## src/rtl/mem_rle_pkg.sv

```systemverilog
// Shared types for the run-length memory scanner.
package mem_rle_pkg;

    typedef enum logic [2:0] {
        IDLE,
        REQ,
        CAP,
        EMIT,
        LAST
    } state_t;

    localparam logic MODE_RAW = 1'b0;
    localparam logic MODE_RLE = 1'b1;

endpackage

```

## src/rtl/mem_rle_run.sv

```systemverilog
// Open-run tracker: holds the current (value, count) pair and decides
// whether a freshly read word extends it or starts a new run.
module mem_rle_run
    import mem_rle_pkg::*;
#(
    parameter int DATA_W = 8,
    parameter int CNT_W  = 8
) (
    input  logic              clk,
    input  logic              reset,
    input  logic              clear,
    input  logic              load,
    input  logic [DATA_W-1:0] d,
    input  logic              mode,
    output logic              match_extend,
    output logic              run_open,
    output logic [DATA_W-1:0] run_val,
    output logic [CNT_W-1:0]  run_cnt,
    output logic [DATA_W-1:0] next_val,
    output logic [CNT_W-1:0]  next_cnt
);

    localparam logic [CNT_W-1:0] CNT_MAX = '1;
    localparam logic [CNT_W-1:0] CNT_ONE = CNT_W'(1);

    // A word extends the run only in RLE mode, on equal value, below saturation.
    assign match_extend = run_open && (mode == MODE_RLE) && (d == run_val) && (run_cnt != CNT_MAX);
    assign next_val     = match_extend ? run_val : d;
    assign next_cnt     = match_extend ? (run_cnt + CNT_ONE) : CNT_ONE;

    // Run register: cleared at job start, updated on every captured word.
    always_ff @(posedge clk or posedge reset) begin
        if (reset) begin
            run_open <= 1'b0;
            run_val  <= '0;
            run_cnt  <= '0;
        end else if (clear) begin
            run_open <= 1'b0;
        end else if (load) begin
            run_open <= 1'b1;
            run_val  <= next_val;
            run_cnt  <= next_cnt;
        end
    end

endmodule

```

## src/rtl/mem_rle_scanner.sv

```systemverilog
// Walks a wrapping SRAM address window and emits (value, count) tokens
// on a valid/ready stream, either raw or run-length compressed.
module mem_rle_scanner
    import mem_rle_pkg::*;
#(
    parameter int DATA_W = 8,
    parameter int ADDR_W = 8,
    parameter int CNT_W  = 8
) (
    input  logic              clk,
    input  logic              reset,
    input  logic              start,
    input  logic              mode,
    input  logic [ADDR_W-1:0] base_addr,
    input  logic [ADDR_W:0]   length,
    output logic              busy,
    output logic              done,
    output logic              csb0,
    output logic              web0,
    output logic [ADDR_W-1:0] addr0,
    input  logic [DATA_W-1:0] dout0,
    output logic [DATA_W-1:0] out_data,
    output logic [CNT_W-1:0]  out_count,
    output logic              out_valid,
    input  logic              out_ready
);

    state_t              state;
    logic                mode_r;
    logic [ADDR_W-1:0]   addr;
    logic [ADDR_W:0]     rem;
    logic [ADDR_W-1:0]   addr_inc;
    logic [ADDR_W:0]     rem_dec;
    logic                run_clear;
    logic                run_load;
    logic                match_extend;
    logic                run_open;
    logic [DATA_W-1:0]   run_val;
    logic [CNT_W-1:0]    run_cnt;
    logic [DATA_W-1:0]   next_val;
    logic [CNT_W-1:0]    next_cnt;

    assign web0      = 1'b1;
    assign addr_inc  = addr + ADDR_W'(1);
    assign rem_dec   = rem - {{ADDR_W{1'b0}}, 1'b1};
    assign run_clear = (state == IDLE) && start && (length != '0);
    assign run_load  = (state == CAP);

    mem_rle_run #(
        .DATA_W (DATA_W),
        .CNT_W  (CNT_W)
    ) u_run (
        .clk          (clk),
        .reset        (reset),
        .clear        (run_clear),
        .load         (run_load),
        .d            (dout0),
        .mode         (mode_r),
        .match_extend (match_extend),
        .run_open     (run_open),
        .run_val      (run_val),
        .run_cnt      (run_cnt),
        .next_val     (next_val),
        .next_cnt     (next_cnt)
    );

    // Sequencer: all SRAM and stream outputs are registered here.
    // Entering LAST straight from CAP loads the run's next value, since
    // the run register updates on that same edge.
    always_ff @(posedge clk or posedge reset) begin
        if (reset) begin
            state     <= IDLE;
            mode_r    <= MODE_RAW;
            addr      <= '0;
            rem       <= '0;
            busy      <= 1'b0;
            done      <= 1'b0;
            csb0      <= 1'b1;
            addr0     <= '0;
            out_data  <= '0;
            out_count <= '0;
            out_valid <= 1'b0;
        end else begin
            done <= 1'b0;
            case (state)
                IDLE: begin
                    if (start) begin
                        if (length != '0) begin
                            mode_r <= mode;
                            addr   <= base_addr;
                            addr0  <= base_addr;
                            rem    <= length;
                            csb0   <= 1'b0;
                            busy   <= 1'b1;
                            state  <= REQ;
                        end else begin
                            done <= 1'b1;
                        end
                    end
                end
                REQ: begin
                    csb0  <= 1'b1;
                    state <= CAP;
                end
                CAP: begin
                    addr <= addr_inc;
                    rem  <= rem_dec;
                    if (run_open && !match_extend) begin
                        out_data  <= run_val;
                        out_count <= run_cnt;
                        out_valid <= 1'b1;
                        state     <= EMIT;
                    end else if (rem_dec != '0) begin
                        addr0 <= addr_inc;
                        csb0  <= 1'b0;
                        state <= REQ;
                    end else begin
                        out_data  <= next_val;
                        out_count <= next_cnt;
                        out_valid <= 1'b1;
                        state     <= LAST;
                    end
                end
                EMIT: begin
                    if (out_ready) begin
                        if (rem != '0) begin
                            out_valid <= 1'b0;
                            addr0     <= addr;
                            csb0      <= 1'b0;
                            state     <= REQ;
                        end else begin
                            out_data  <= run_val;
                            out_count <= run_cnt;
                            state     <= LAST;
                        end
                    end
                end
                LAST: begin
                    if (out_ready) begin
                        out_valid <= 1'b0;
                        busy      <= 1'b0;
                        done      <= 1'b1;
                        state     <= IDLE;
                    end
                end
                default: state <= IDLE;
            endcase
        end
    end

endmodule
```

## config.mk

```make
export PLATFORM = sky130hd
export DESIGN_NAME = mem_rle_scanner
export DESIGN_NICKNAME = d
export VERILOG_FILES = /design/src/rtl/mem_rle_pkg.sv /design/src/rtl/mem_rle_run.sv /design/src/rtl/mem_rle_scanner.sv
export SDC_FILE = /design/constraint.sdc
export NUM_CORES = 1
export LEC_CHECK = 0
export CAP_MARGIN = 15
export CORE_MARGIN = 3
export CORE_UTILIZATION = 25
export DETAILED_ROUTE_END_ITERATION = 8
export PLACE_DENSITY = 0.47
export SLEW_MARGIN = 5
export SYNTH_ARGS = -nofsm -noshare
export SYNTH_HDL_FRONTEND = slang
export SYNTH_SLANG_ARGS = --single-unit
```

## constraint.sdc

```tcl
create_clock -name clk -period 3.35 [get_ports clk]
set_input_delay 0.8375 -clock clk [delete_from_list [all_inputs] [get_ports clk]]
set_output_delay 0.8375 -clock clk [all_outputs]
set_load 0.02 [all_outputs]
```

Word level (Yosys, flattened, before mapping) --
Index checks and enable logic that the tools add are counted.
Storage, ports and cells: bits in registers 66, input bits 30, output and inout bits 29, logic and storage cells 111
Cells by class: add/sub/neg operators 3, equal/unequal tests 15, mux-type cells 51, bitwise logic cells 1, reduce and logical (&&, ||, !) cells 27
Operators with widths (number):
- $mux 8 | 16
- $pmux 8 s2 | 3
- $reduce_bool 9->1 | 3
- $pmux 8 s3 | 1
- $mux 3 | 7
- $mux 9 | 2
- $pmux 9 s2 | 1
- $add 8x1->8 const B | 2
- $mux 1 | 16
- $pmux 3 s5 | 1
- $reduce_and 7->1 | 2
- $ne 2x2->1 const B | 6
- $reduce_and 4->1 | 3
- $sub 9x1->9 const B | 1
- $eq 8x8->1 | 1
- $ne 8x8->1 const B | 1
- $reduce_bool 2->1 | 4
- $eq 3x2->1 const B | 2
- $logic_and 1x1->1 | 6
- $reduce_and 3->1 | 2
- $reduce_bool 3->1 | 2
- $reduce_and 5->1 | 1
- $ne 2x1->1 const B | 2
- $pmux 1 s2 | 2
- 10 further kinds | 10

Longest topological paths before layout --
depth after elaboration 7, gate-level depth with buffers 9, depth with buffers taken out 8

Modules after synthesis --
A second synthesis with hierarchy kept.
Second synthesis, totals: cell total of the unflattened synthesis 428, area total of the unflattened synthesis 4036.4 µm²
By module, submodules not included:
- mem_rle_scanner | instances 1, cells each 307, area each 2957.8 µm², seq. area each 1227.4 µm²
- mem_rle_run | instances 1, cells each 121, area each 1078.5 µm², seq. area each 425.4 µm²

Worst setup path after synthesis --
Ideal clock, no wire load.
path kind flip-flop to flip-flop, start register rem[0], end register out_count[0], setup time 0.125 ns, arrival time 2.930 ns, required time 3.225 ns, setup slack 0.295 ns, stages on the path, launching flop included 10, buffers on the path 1, clock period less this slack 3.055 ns, path through dfrtp_1 -> inv_1 -> ha_1 -> or4b_4 -> or4_4 -> a21oi_2 -> o2111ai_4 -> a221oi_4 -> buf_12 -> mux2_4
On the way: word-level cells in the longest chain between the ends 4, elaborated cells between the ends (all ways) 6, those cells by class 1 x add/sub; 2 x eq/ne; 3 x reduce/logical
Ends and longest elaborated chain:
- from (decl) | RTL line mem_rle_scanner.sv:31 | logic [ADDR_W:0] rem;
- from (signal assigned) | RTL line mem_rle_scanner.sv:92 | rem <= length;
- from (signal assigned) | RTL line mem_rle_scanner.sv:107 | rem <= rem_dec;
- $sub 9x1->9 | RTL line mem_rle_scanner.sv:45 | assign rem_dec = rem - {{ADDR_W{1'b0}}, 1'b1};
- $reduce_bool 9->1 | RTL line mem_rle_scanner.sv:113 | end else if (rem_dec != '0) begin
- $ne 3x3->1 (no source line)
- $reduce_and 4->1 (no source line) *
- to (signal assigned) | RTL line mem_rle_scanner.sv:110 | out_count <= run_cnt;
- to (signal assigned) | RTL line mem_rle_scanner.sv:119 | out_count <= next_cnt;
- to (signal assigned) | RTL line mem_rle_scanner.sv:133 | out_count <= run_cnt;
- to (decl) | RTL line mem_rle_scanner.sv:23 | output logic [CNT_W-1:0] out_count,
Every way passes the cells marked *; elsewhere a longest branch is shown, timed or not. A chain may end at the register's enable or synchronous reset.

Worst setup path after layout --
start register rem[1], end register out_data[3]
On the way: word-level cells in the longest chain between the ends 4, elaborated cells between the ends (all ways) 6, those cells by class 1 x add/sub; 2 x eq/ne; 3 x reduce/logical
Ends and longest elaborated chain:
- $sub 9x1->9 | RTL line mem_rle_scanner.sv:45
- $reduce_bool 9->1 | RTL line mem_rle_scanner.sv:113
- $ne 3x3->1 (no source line)
- $reduce_and 4->1 (no source line) *
- to (signal assigned) | RTL line mem_rle_scanner.sv:109 | out_data <= run_val;
- to (signal assigned) | RTL line mem_rle_scanner.sv:118 | out_data <= next_val;
- to (signal assigned) | RTL line mem_rle_scanner.sv:132 | out_data <= run_val;
- to (decl) | RTL line mem_rle_scanner.sv:22 | output logic [DATA_W-1:0] out_data,
Marks and branches as above.

==> out/metrics.yaml <==
yosys:
  synth.area.top_cells: "dfrtp_1, mux2_2, nand2_1"
  synthArstFlopShare_pct: 100
  synth-main-ff-cell: "dfrtp_1"
  ys_ff_latch: 66
  postSynthAreaPerCell_um2: 9.35
  syn_nets: 448
  yosys.cell_types.count: 49
  synth_most_common_cell: "dfrtp_1"
  synth_edf_count: 0
  postSynthCellCount: 414
  synthTopCellsByCount: "dfrtp_1, nand2_1, o21ai_0, nor2_1, mux2_2"
  synth_top_area_share_pct: 42.0
  yosysSeqAreaShare_pct: 42.7
  synth_top_cell_by_area: "dfrtp_1"
  syn_area_mm2: 0.00387
  yosys_warnings: 0
global_route:
  grt_start_max_net_pins: 33
  grt_pass1_wl_um: 17400
  grt_pass1_vias: 3257
  grtUsageTotal_pct: 13.1
  grt.overflow.total: 0
  antenna_found_initial: 0
worst_setup_path:
  r2r_slack_ps: 290
  criticalPathCategory: "flop to flop"
  path_cells: "inv_1, ha_1, or4b_4, or2_2, nor4_1, buf_4, nand2_1, a221oi_4, buf_4, mux2_2"
  max_stage_delay_ps: 490
  cpMaxStageDelayCell: "or4b_4"
  start_kind: "flop"
  cp-end-kind: "flop"
  cp_max_fo: 9
  cpMostUsedCell: "buf_4"
  cp.required_ps: 3570
  cp_top_family: "simple AND/OR/NAND/NOR gates"
  cp.arrival_ps: 3280
  cp.buffers_inverters: 3
sta:
  rsz0062_at_grt: "false"
  period_needed_ps: 3060
  setup_tns_ps: 0
  skew_ps: 7.83
  finalCritPeriodShare_pct: 91.3
  worst_pin_slew_ps: 558
  hold_slack_ps: 492
  fmax_mhz: 327
  setup_viol: 0
  slew_headroom_pct: 62.8
  timing.final.ws_setup_ps: 292
  hold_viol: 0
  drv_slew: 0
run_status:
  outcome: "finished clean"
flow_run:
  maxCapViolations: 0
clock_tree:
  cts_resized: 0
  cts_max_path_buffers: 2
  numCtsBuffers: 9
  htreeDepth: 3
  cts_sinks: 66
  cts-root-buf: "clkbuf_16"
  worst_skew_pair.late_latency_ps: 340
  cts_hold_buf: 0
  path_clk_slew_ps: 60
  tritoncts: "built"
  cts_setup_buffers: 0
place:
  port_buffers: 57
  dpl.cell_count: 657
  placed_area_mm2: 0.00479
  dp_hpwl_um: 7630
  place_ws_ps: 3.66
  gp_congestion: 0.815
finish:
  fin_util_pct: 34.1
  area_delta_synth_final_pct: 30.8
  final_nets: 518
  drive_above_1_share_pct: 19.8
  antenna_cells: 0
  postLayoutCellArea_mm2: 0.00506
  fin_cells: 673
floorplanning:
  start_util_pct: 26.1
  die_h_um: 130
  die_area_mm2: 0.0170
  die_x_um: 130
  row_count: 44
  ios: 59
  core_area_mm2: 0.0149
routing:
  routed-via-count: 3266
  wirelength_um: 10700
  drc: 0
  post_drt_wl_per_cell_um: 15.8
  dr.pass1.iters: 4
  viasPerCell: 4.85
  drt_iter0_markers: 181
  ant_nets: 0
hold_path:
  hold_path_class: "flop to flop"
pwr:
  powerDensity_mw_per_mm2: 871
  leakage_nw: 2.11
  peakVddDrop_mv: 0.356
  finalPower_mw: 4.41
-- cell type report --
type,count,area (um2)
timing repair buffer,84,798
inverter,12,45.0
fill,1540,9800
clock buffer,12,246
clock inverter,4,27.5
sequential,66,1650
tap,184,230
multi-input combinational,311,2060
-- sequential cells by signal (all words and copies together), names as in the netlist --
register / flops
state: 3
out_count: 8
u_run.run_open: 1
addr0: 8
mode_r: 1
out_valid: 1
addr: 8
out_data: 8
u_run.run_val: 8
rem: 9
done: 1
csb0: 1
busy: 1
u_run.run_cnt: 8
-- cell usage in the layout (no fill, tap or decap), types with 5 or more instances in the layout --
| cell | Yosys | layout |
|---|---|---|
| nand3_1 | 15 | 15 |
| dfrtp_1 | 65 | 65 |
| o221a_2 | 5 | 5 |
| xor2_1 | 8 | 8 |
| clkbuf_16 | 0 | 9 |
| o2bb2ai_1 | 7 | 7 |
| o22ai_1 | 6 | 6 |
| nand2_1 | 64 | 64 |
| nor3_1 | 11 | 11 |
| nand2b_1 | 7 | 7 |
| o31ai_1 | 7 | 7 |
| o21ai_0 | 31 | 31 |
| and3_1 | 10 | 10 |
| a21oi_1 | 18 | 18 |
| nor2_1 | 25 | 24 |
| buf_4 | 1 | 25 |
| xnor2_1 | 8 | 8 |
| clkdlybuf4s50_1 | 0 | 57 |
| nor4_1 | 6 | 6 |
| inv_1 | 12 | 11 |
| mux2_2 | 23 | 23 |
| mux2_4 | 10 | 10 |
-- metal layers --
metal	global-route usage, %	wire length (um)
met1	19.2	5480
met2	18.5	4400
met3	3.70	601
met4	4.66	167
met5	0	0
-- path summary, 6_finish.rpt --
check,cells past startpoint,endpoint,startpoint
max,10,out_data[3]$_DFFE_PP0P_,rem[1]$_DFFE_PP0P_
min,1,out_valid$_DFFE_PP0P_,out_valid$_DFFE_PP0P_
max reg2reg,10,out_data[3]$_DFFE_PP0P_,rem[1]$_DFFE_PP0P_
min reg2reg,1,out_valid$_DFFE_PP0P_,out_valid$_DFFE_PP0P_
max in group asynchronous,3,csb0$_DFFE_PP1P_,reset
min in group asynchronous,2,addr0[2]$_DFFE_PP0P_,reset
-- cell families after synthesis --
kind of cell | synth area share (%)
muxes | 11.3
buffers and inverters | 4.10
DFF | 42.7
other | 0.0968
adders and majority gates | 1.29
AOI/OAI and AO/OA | 17.4
and+or+nand+nor | 19.5
xor gates and xnor gates | 3.62
-- power by group --
group,internal (mW),leakage (nW),switching [mW]
clock,0.520,0.125,0.356
combinational,1.04,1.20,1.11
sequential,1.09,0.788,0.294
Note: power is estimated with default switching activity, not from simulation.
